**config.mk**
```make
export PLATFORM = sky130hd
export DESIGN_NAME = instr_fetch
export DESIGN_NICKNAME = d
export VERILOG_FILES = /design/src/rtl/instr_fetch.sv
export SDC_FILE = /design/constraint.sdc
export NUM_CORES = 1
export LEC_CHECK = 0
export ABC_AREA = 1
export CORE_MARGIN = 1
export CORE_UTILIZATION = 48
export CTS_BUF_LIST = sky130_fd_sc_hd__clkbuf_8
export CTS_CLUSTER_DIAMETER = 150
export CTS_CLUSTER_SIZE = 28
export DETAILED_ROUTE_END_ITERATION = 8
export PLACE_DENSITY = 0.85
export SYNTH_ARGS = -nofsm -noshare
export SYNTH_HDL_FRONTEND = slang
export SYNTH_SLANG_ARGS = --single-unit
```
**constraint.sdc**
```tcl
create_clock -name clk -period 2.55 [get_ports clk]
set_clock_uncertainty 0.1 [all_clocks]
set_input_delay 0.3825 -clock clk [delete_from_list [all_inputs] [get_ports clk]]
set_output_delay 0.3825 -clock clk [all_outputs]
set_load 0.005 [all_outputs]
```
**src/rtl/instr_fetch.sv**
```systemverilog
// Instruction fetch stage.
// Issues the current PC to instruction memory with at most one request
// outstanding, drives the PC's increment/load controls, and queues returned
// instructions together with their address for the decode stage.
// A taken branch reloads the PC and discards buffered and in-flight words.
module instr_fetch #(
    parameter int ADDR_WIDTH = 8,
    parameter int DATA_WIDTH = 16,
    parameter int FIFO_DEPTH = 2
) (
    input  logic                  clk,
    input  logic                  rst_n,
    input  logic [ADDR_WIDTH-1:0] pc_addr,
    output logic                  pc_inc,
    output logic                  pc_jmp,
    output logic [ADDR_WIDTH-1:0] pc_jaddr,
    input  logic                  redirect_valid,
    input  logic [ADDR_WIDTH-1:0] redirect_addr,
    output logic                  imem_req_valid,
    input  logic                  imem_req_ready,
    output logic [ADDR_WIDTH-1:0] imem_addr,
    input  logic                  imem_rsp_valid,
    input  logic [DATA_WIDTH-1:0] imem_rsp_data,
    output logic                  ir_valid,
    input  logic                  ir_ready,
    output logic [DATA_WIDTH-1:0] ir_data,
    output logic [ADDR_WIDTH-1:0] ir_pc
);

    localparam int PTR_W = $clog2(FIFO_DEPTH);
    localparam int CNT_W = $clog2(FIFO_DEPTH + 1);
    localparam logic [CNT_W:0] DEPTH_EXT = (CNT_W + 1)'(FIFO_DEPTH);

    // IDLE: nothing outstanding; WAIT: one outstanding, keep it;
    // DRAIN: one outstanding that a redirect made stale, discard it.
    typedef enum logic [1:0] {
        IDLE,
        WAIT,
        DRAIN
    } state_t;

    state_t                state;
    state_t                state_next;

    logic [CNT_W-1:0]      count;
    logic [PTR_W-1:0]      rd_ptr;
    logic [PTR_W-1:0]      wr_ptr;
    logic [DATA_WIDTH-1:0] data_mem [FIFO_DEPTH];
    logic [ADDR_WIDTH-1:0] addr_mem [FIFO_DEPTH];
    logic [ADDR_WIDTH-1:0] pending_addr;

    logic [CNT_W:0]        occupancy;
    logic                  credit;
    logic                  req_fire;
    logic                  push;
    logic                  pop;

    // Slots already used or promised to the outstanding request. In WAIT with
    // a response arriving, the outstanding slot turns into a filled slot, so
    // the same sum also decides whether a back-to-back request fits.
    assign occupancy = {1'b0, count} + {{CNT_W{1'b0}}, (state != IDLE)};
    assign credit    = occupancy < DEPTH_EXT;

    assign req_fire  = imem_req_valid & imem_req_ready;
    assign pc_inc    = req_fire;
    assign pc_jmp    = redirect_valid & rst_n;
    assign pc_jaddr  = redirect_addr;
    assign imem_addr = pc_addr;

    assign ir_valid  = rst_n & (count != '0);
    assign pop       = ir_valid & ir_ready;
    assign ir_data   = data_mem[rd_ptr];
    assign ir_pc     = addr_mem[rd_ptr];

    // State register; an outstanding request is simply forgotten on reset.
    always_ff @(posedge clk) begin
        if (!rst_n) begin
            state        <= IDLE;
            pending_addr <= '0;
        end else begin
            state <= state_next;
            if (req_fire) begin
                pending_addr <= pc_addr;
            end
        end
    end

    // Next-state logic for the single outstanding request.
    always_comb begin
        state_next = state;
        case (state)
            IDLE: begin
                if (req_fire) begin
                    state_next = WAIT;
                end
            end
            WAIT: begin
                if (redirect_valid) begin
                    state_next = imem_rsp_valid ? IDLE : DRAIN;
                end else if (imem_rsp_valid) begin
                    state_next = req_fire ? WAIT : IDLE;
                end
            end
            DRAIN: begin
                if (imem_rsp_valid) begin
                    state_next = IDLE;
                end
            end
            default: state_next = IDLE;
        endcase
    end

    // Request and push decode; a redirect cycle never requests so that the
    // next request uses the reloaded PC.
    always_comb begin
        imem_req_valid = 1'b0;
        push           = 1'b0;
        if (rst_n && !redirect_valid) begin
            case (state)
                IDLE: imem_req_valid = credit;
                WAIT: begin
                    if (imem_rsp_valid) begin
                        push           = 1'b1;
                        imem_req_valid = credit;
                    end
                end
                default: imem_req_valid = 1'b0;
            endcase
        end
    end

    // FIFO pointers and occupancy; a redirect empties the buffer outright.
    always_ff @(posedge clk) begin
        if (!rst_n || redirect_valid) begin
            count  <= '0;
            rd_ptr <= '0;
            wr_ptr <= '0;
        end else begin
            if (push) begin
                wr_ptr <= wr_ptr + 1'b1;
            end
            if (pop) begin
                rd_ptr <= rd_ptr + 1'b1;
            end
            case ({push, pop})
                2'b10:   count <= count + 1'b1;
                2'b01:   count <= count - 1'b1;
                default: count <= count;
            endcase
        end
    end

    // FIFO storage: instruction word paired with the address it came from.
    always_ff @(posedge clk) begin
        if (push) begin
            data_mem[wr_ptr] <= imem_rsp_data;
            addr_mem[wr_ptr] <= pending_addr;
        end
    end

    // Credit must make a push into a full buffer impossible.
    always_ff @(posedge clk) begin
        if (rst_n && push) begin
            assert (count != DEPTH_EXT[CNT_W-1:0]);
        end
    end

endmodule

```
==> impl_summary.txt <==
----------------------------------------------------
[Detailed routing]
  Via Count ... around 1.6k
  Mean routed wirelength per cell ... around 13 microns
  Violation count after the first detailed-route iteration ... 39
  Wire length after detailed routing ... 4600 microns
  Number of nets still failing antenna checks after routing ... 0
  Vias per Instance ... 4.62
  First-pass DRT Iterations ... 4
  DR DRC count ... 0

[Synthesis]
  Cell with the most instances after synthesis ... edfxtp_1
  Synthesized Nets ... roughly 250
  FF+latch count, synth ... 63
  Synth async-reset ratio ... 0%
  Per-instance average area after synthesis ... between 10 and 15 sq um
  Synthesis Warnings ... 0
  Synth Instances ... 210
  Most used flip-flop cell after synthesis ... edfxtp_1
  Area share of the largest cell type after synthesis ... a little over half
  Register area share after synthesis ... 65.5%
  Ranking of synthesized cells by instance count ... edfxtp_1, inv_1, mux2_2, nand2_1, buf_4
  Count of flip-flops with a built-in enable after synthesis ... 48
  Post-Syn Area ... approximately 2700 sq um
  Synth area leaders ... edfxtp_1, dfxtp_1, mux2_2, buf_4, inv_1
  Leading area contributor after synthesis ... edfxtp_1
  Number of unique standard cell types used by synthesis ... 23

[Run status]
  Outcome ... finished, final reports clean

[Final layout]
  Core utilization of the finished layout ... approximately 67%
  Number of antenna cells inserted ... 0
  Design Area, Final ... 3500 sq um
  Area growth from synthesis to layout ... 31.7%
  Total area of multi-input combinational cells ... 619 sq um
  Final layout net count ... 312
  Number of inserted filler cells in the final layout ... 376
  Number of cells in the finished layout apart from fillers ... 348
  Fraction of layout cells with a size suffix above 1 ... 20.9%
  Sequential cell area ... 1740 sq um

[Floorplan]
  Area enclosed by the die boundary ... 5840 sq um
  Core Box Area ... approximately 5200 sq um
  Height of the die ... 76.4 microns
  Boundary Pins ... slightly above 80
  Initial standard-cell utilization of the core ... 51.1%
  # rows ... 26
  Die outline width ... 76.4 microns

[Placement]
  Count of buffers from port buffering ... 65
  Post-place setup slack ... 0.242 ns
  Area post-placement ... 3320 sq um
  Final weighted congestion in routability-driven placement ... between 0.7 and 0.8
  Count of placed standard cells including taps ... 332
  Total half-perimeter wirelength after legalization and detailed placement ... 3180 microns

[Setup path]
  Slowest CP cell ... clkdlybuf4s50_1
  Largest fanout of any net on the critical path ... 12
  Critical Path Source Type ... primary input
  Crit path launch ... rst_n
  Critical path class ... in -> out
  Arrival time at the worst endpoint ... 1.81 ns
  Capturing element type of the critical path ... output pin
  Family with the most delay on the worst path ... buffers and inverters
  Data required time of the critical path ... 2.07 ns
  Depth of the critical timing path with buffers and inverters included ... 6
  Buffer and inverter count on the worst path ... 4
  Cell depth of the worst flop-to-flop path ... 10
  Max stage delay on crit path ... 0.49 ns
  Most frequent CP cell ... clkdlybuf4s50_1
  CP cell instances ... clkdlybuf4s50_1, nand2_1, inv_2, nand3_4, inv_1, clkdlybuf4s50_1
  Reg2Reg Launch Point ... state[0]

[Pwr]
  Reported leakage power ... 1.34 nW
  Power per unit of standard cell area ... 581 nW/um^2
  Total power consumption of the routed design ... 2.03 mW
  Maximum vdd ir drop ... 0.260 mV

[Timing]
  Max Fclk ... 436 MHz
  Total Neg Setup Slack ... 0 ns
  Setup repair after global routing missed its margin ... no
  Slew at the pin closest to its max-slew limit ... 0.329 ns
  Final Hold Violating Endpoints ... 0
  Min Tclk post-route ... between 2 and 2.5 ns
  Number of setup violations in the final report ... 0
  Slew headroom ... around 78%
  Crit path setup slack, layout ... approximately 0.25 ns
  Final Hold Slack ... 0.345 ns
  Total count of max-transition violations in the final report ... 0
  Period utilisation layout ... 90.0%

[Clocking]
  CTS Buffer Depth ... 2
  Inserted Clock Buffers ... 9
  H-Tree Level Count ... 3
  Clock Sinks ... 63
  Clock insertion delay at the later pin of the skew report ... 0.33 ns
  Post_cts resized ... 0
  CTS clock-pin slew for the worst setup and hold paths ... 0.07 ns
  TritonCTS clock tree ... done
  Setup Fix Bufs, Post-CTS ... 0
  Hold buffers post-CTS ... 0
  Cell chosen for the clock root ... clkbuf_8

[Global route]
  Vias in the first global route ... 1633
  Number of antenna violations at the first check in global routing ... 0
  All-layer global routing usage ... around 17%
  Sum of overflow across all layers after global routing ... 0
  Global-route wire length before repair ... 7540 microns
  Maximum number of pins on one net before global-route repair ... 25

[Hold path]
  Class of the tightest hold or removal check ... reg -> reg
  Hold depth ... 0
  Worst Min Path Start ... pending_addr[0]

[Run]
  Max-cap violations ... 0

----------------------------------------------------
power breakdown:
group	leakage, nW	total [mW]	internal (mW)	switching, mW
clock network	0.0967	0.775	0.434	0.341
registers	0.558	1.12	1.11	0.00635
logic	0.689	0.138	0.0800	0.0576
routing by layer:
metal | global-route usage, % | part of all wire (%)
met5 | 0 | 0
met4 | 11.3 | 3.0
met3 | 5.39 | 5.6
met2 | 30.9 | 51
met1 | 17.7 | 41
sequential cells by signal, indices dropped and copies added (netlist names), named ones only:
name          count
state             2
pending_addr      8
addr_mem         16
wr_ptr            1
count             2
data_mem         32
rd_ptr            1
worst paths after layout:
| kind | endpoint | slack [ns] |
|---|---|---|
| worst max-delay path | pc_inc | 0.25 |
| worst min-delay path | addr_mem[0][0] | 0.35 |
| worst max register to register | count[1] | 0.74 |
| worst min register to register | addr_mem[0][0] | 0.35 |
cells in the final DEF (no fill, tap or decap), drive strengths merged, types with 2 or more instances in the layout:
cell and instances:
dfxtp 15, clkinv 5, o21ai 2, nor3 2, inv 39, a21oi 2, nand3 3, clkbuf 9
xor2 2, nor2 18, nand2 24, clkdlybuf4s50 65, buf 9, nand4 8, edfxtp 48, mux2 24
layout make-up:
type | instances | share of cell area, %
flip-flops and latches | 63 | 49.7
clock buffers | 9 | 3.54
repair buffers | 74 | 20.9
multi-input cells | 87 | 17.7
clock inverters | 7 | 1.57
well taps | 70 | 2.50
inverters | 38 | 4.07
cells by family (layout without fill, tap and decap cells):
family	Yosys count	count (layout)	synth area share, %
flip-flops	63	63	65.5
buffers and inverters	60	128	11.3
AND/OR/NAND/NOR	55	55	10.8
multiplexers	24	24	10.2
AO/OA/AOI/OAI	5	5	1.08
XOR/XNOR	2	2	0.659
adder cells (fa/ha/maj)	1	1	0.471
Note: power is estimated with default switching activity, not from simulation.
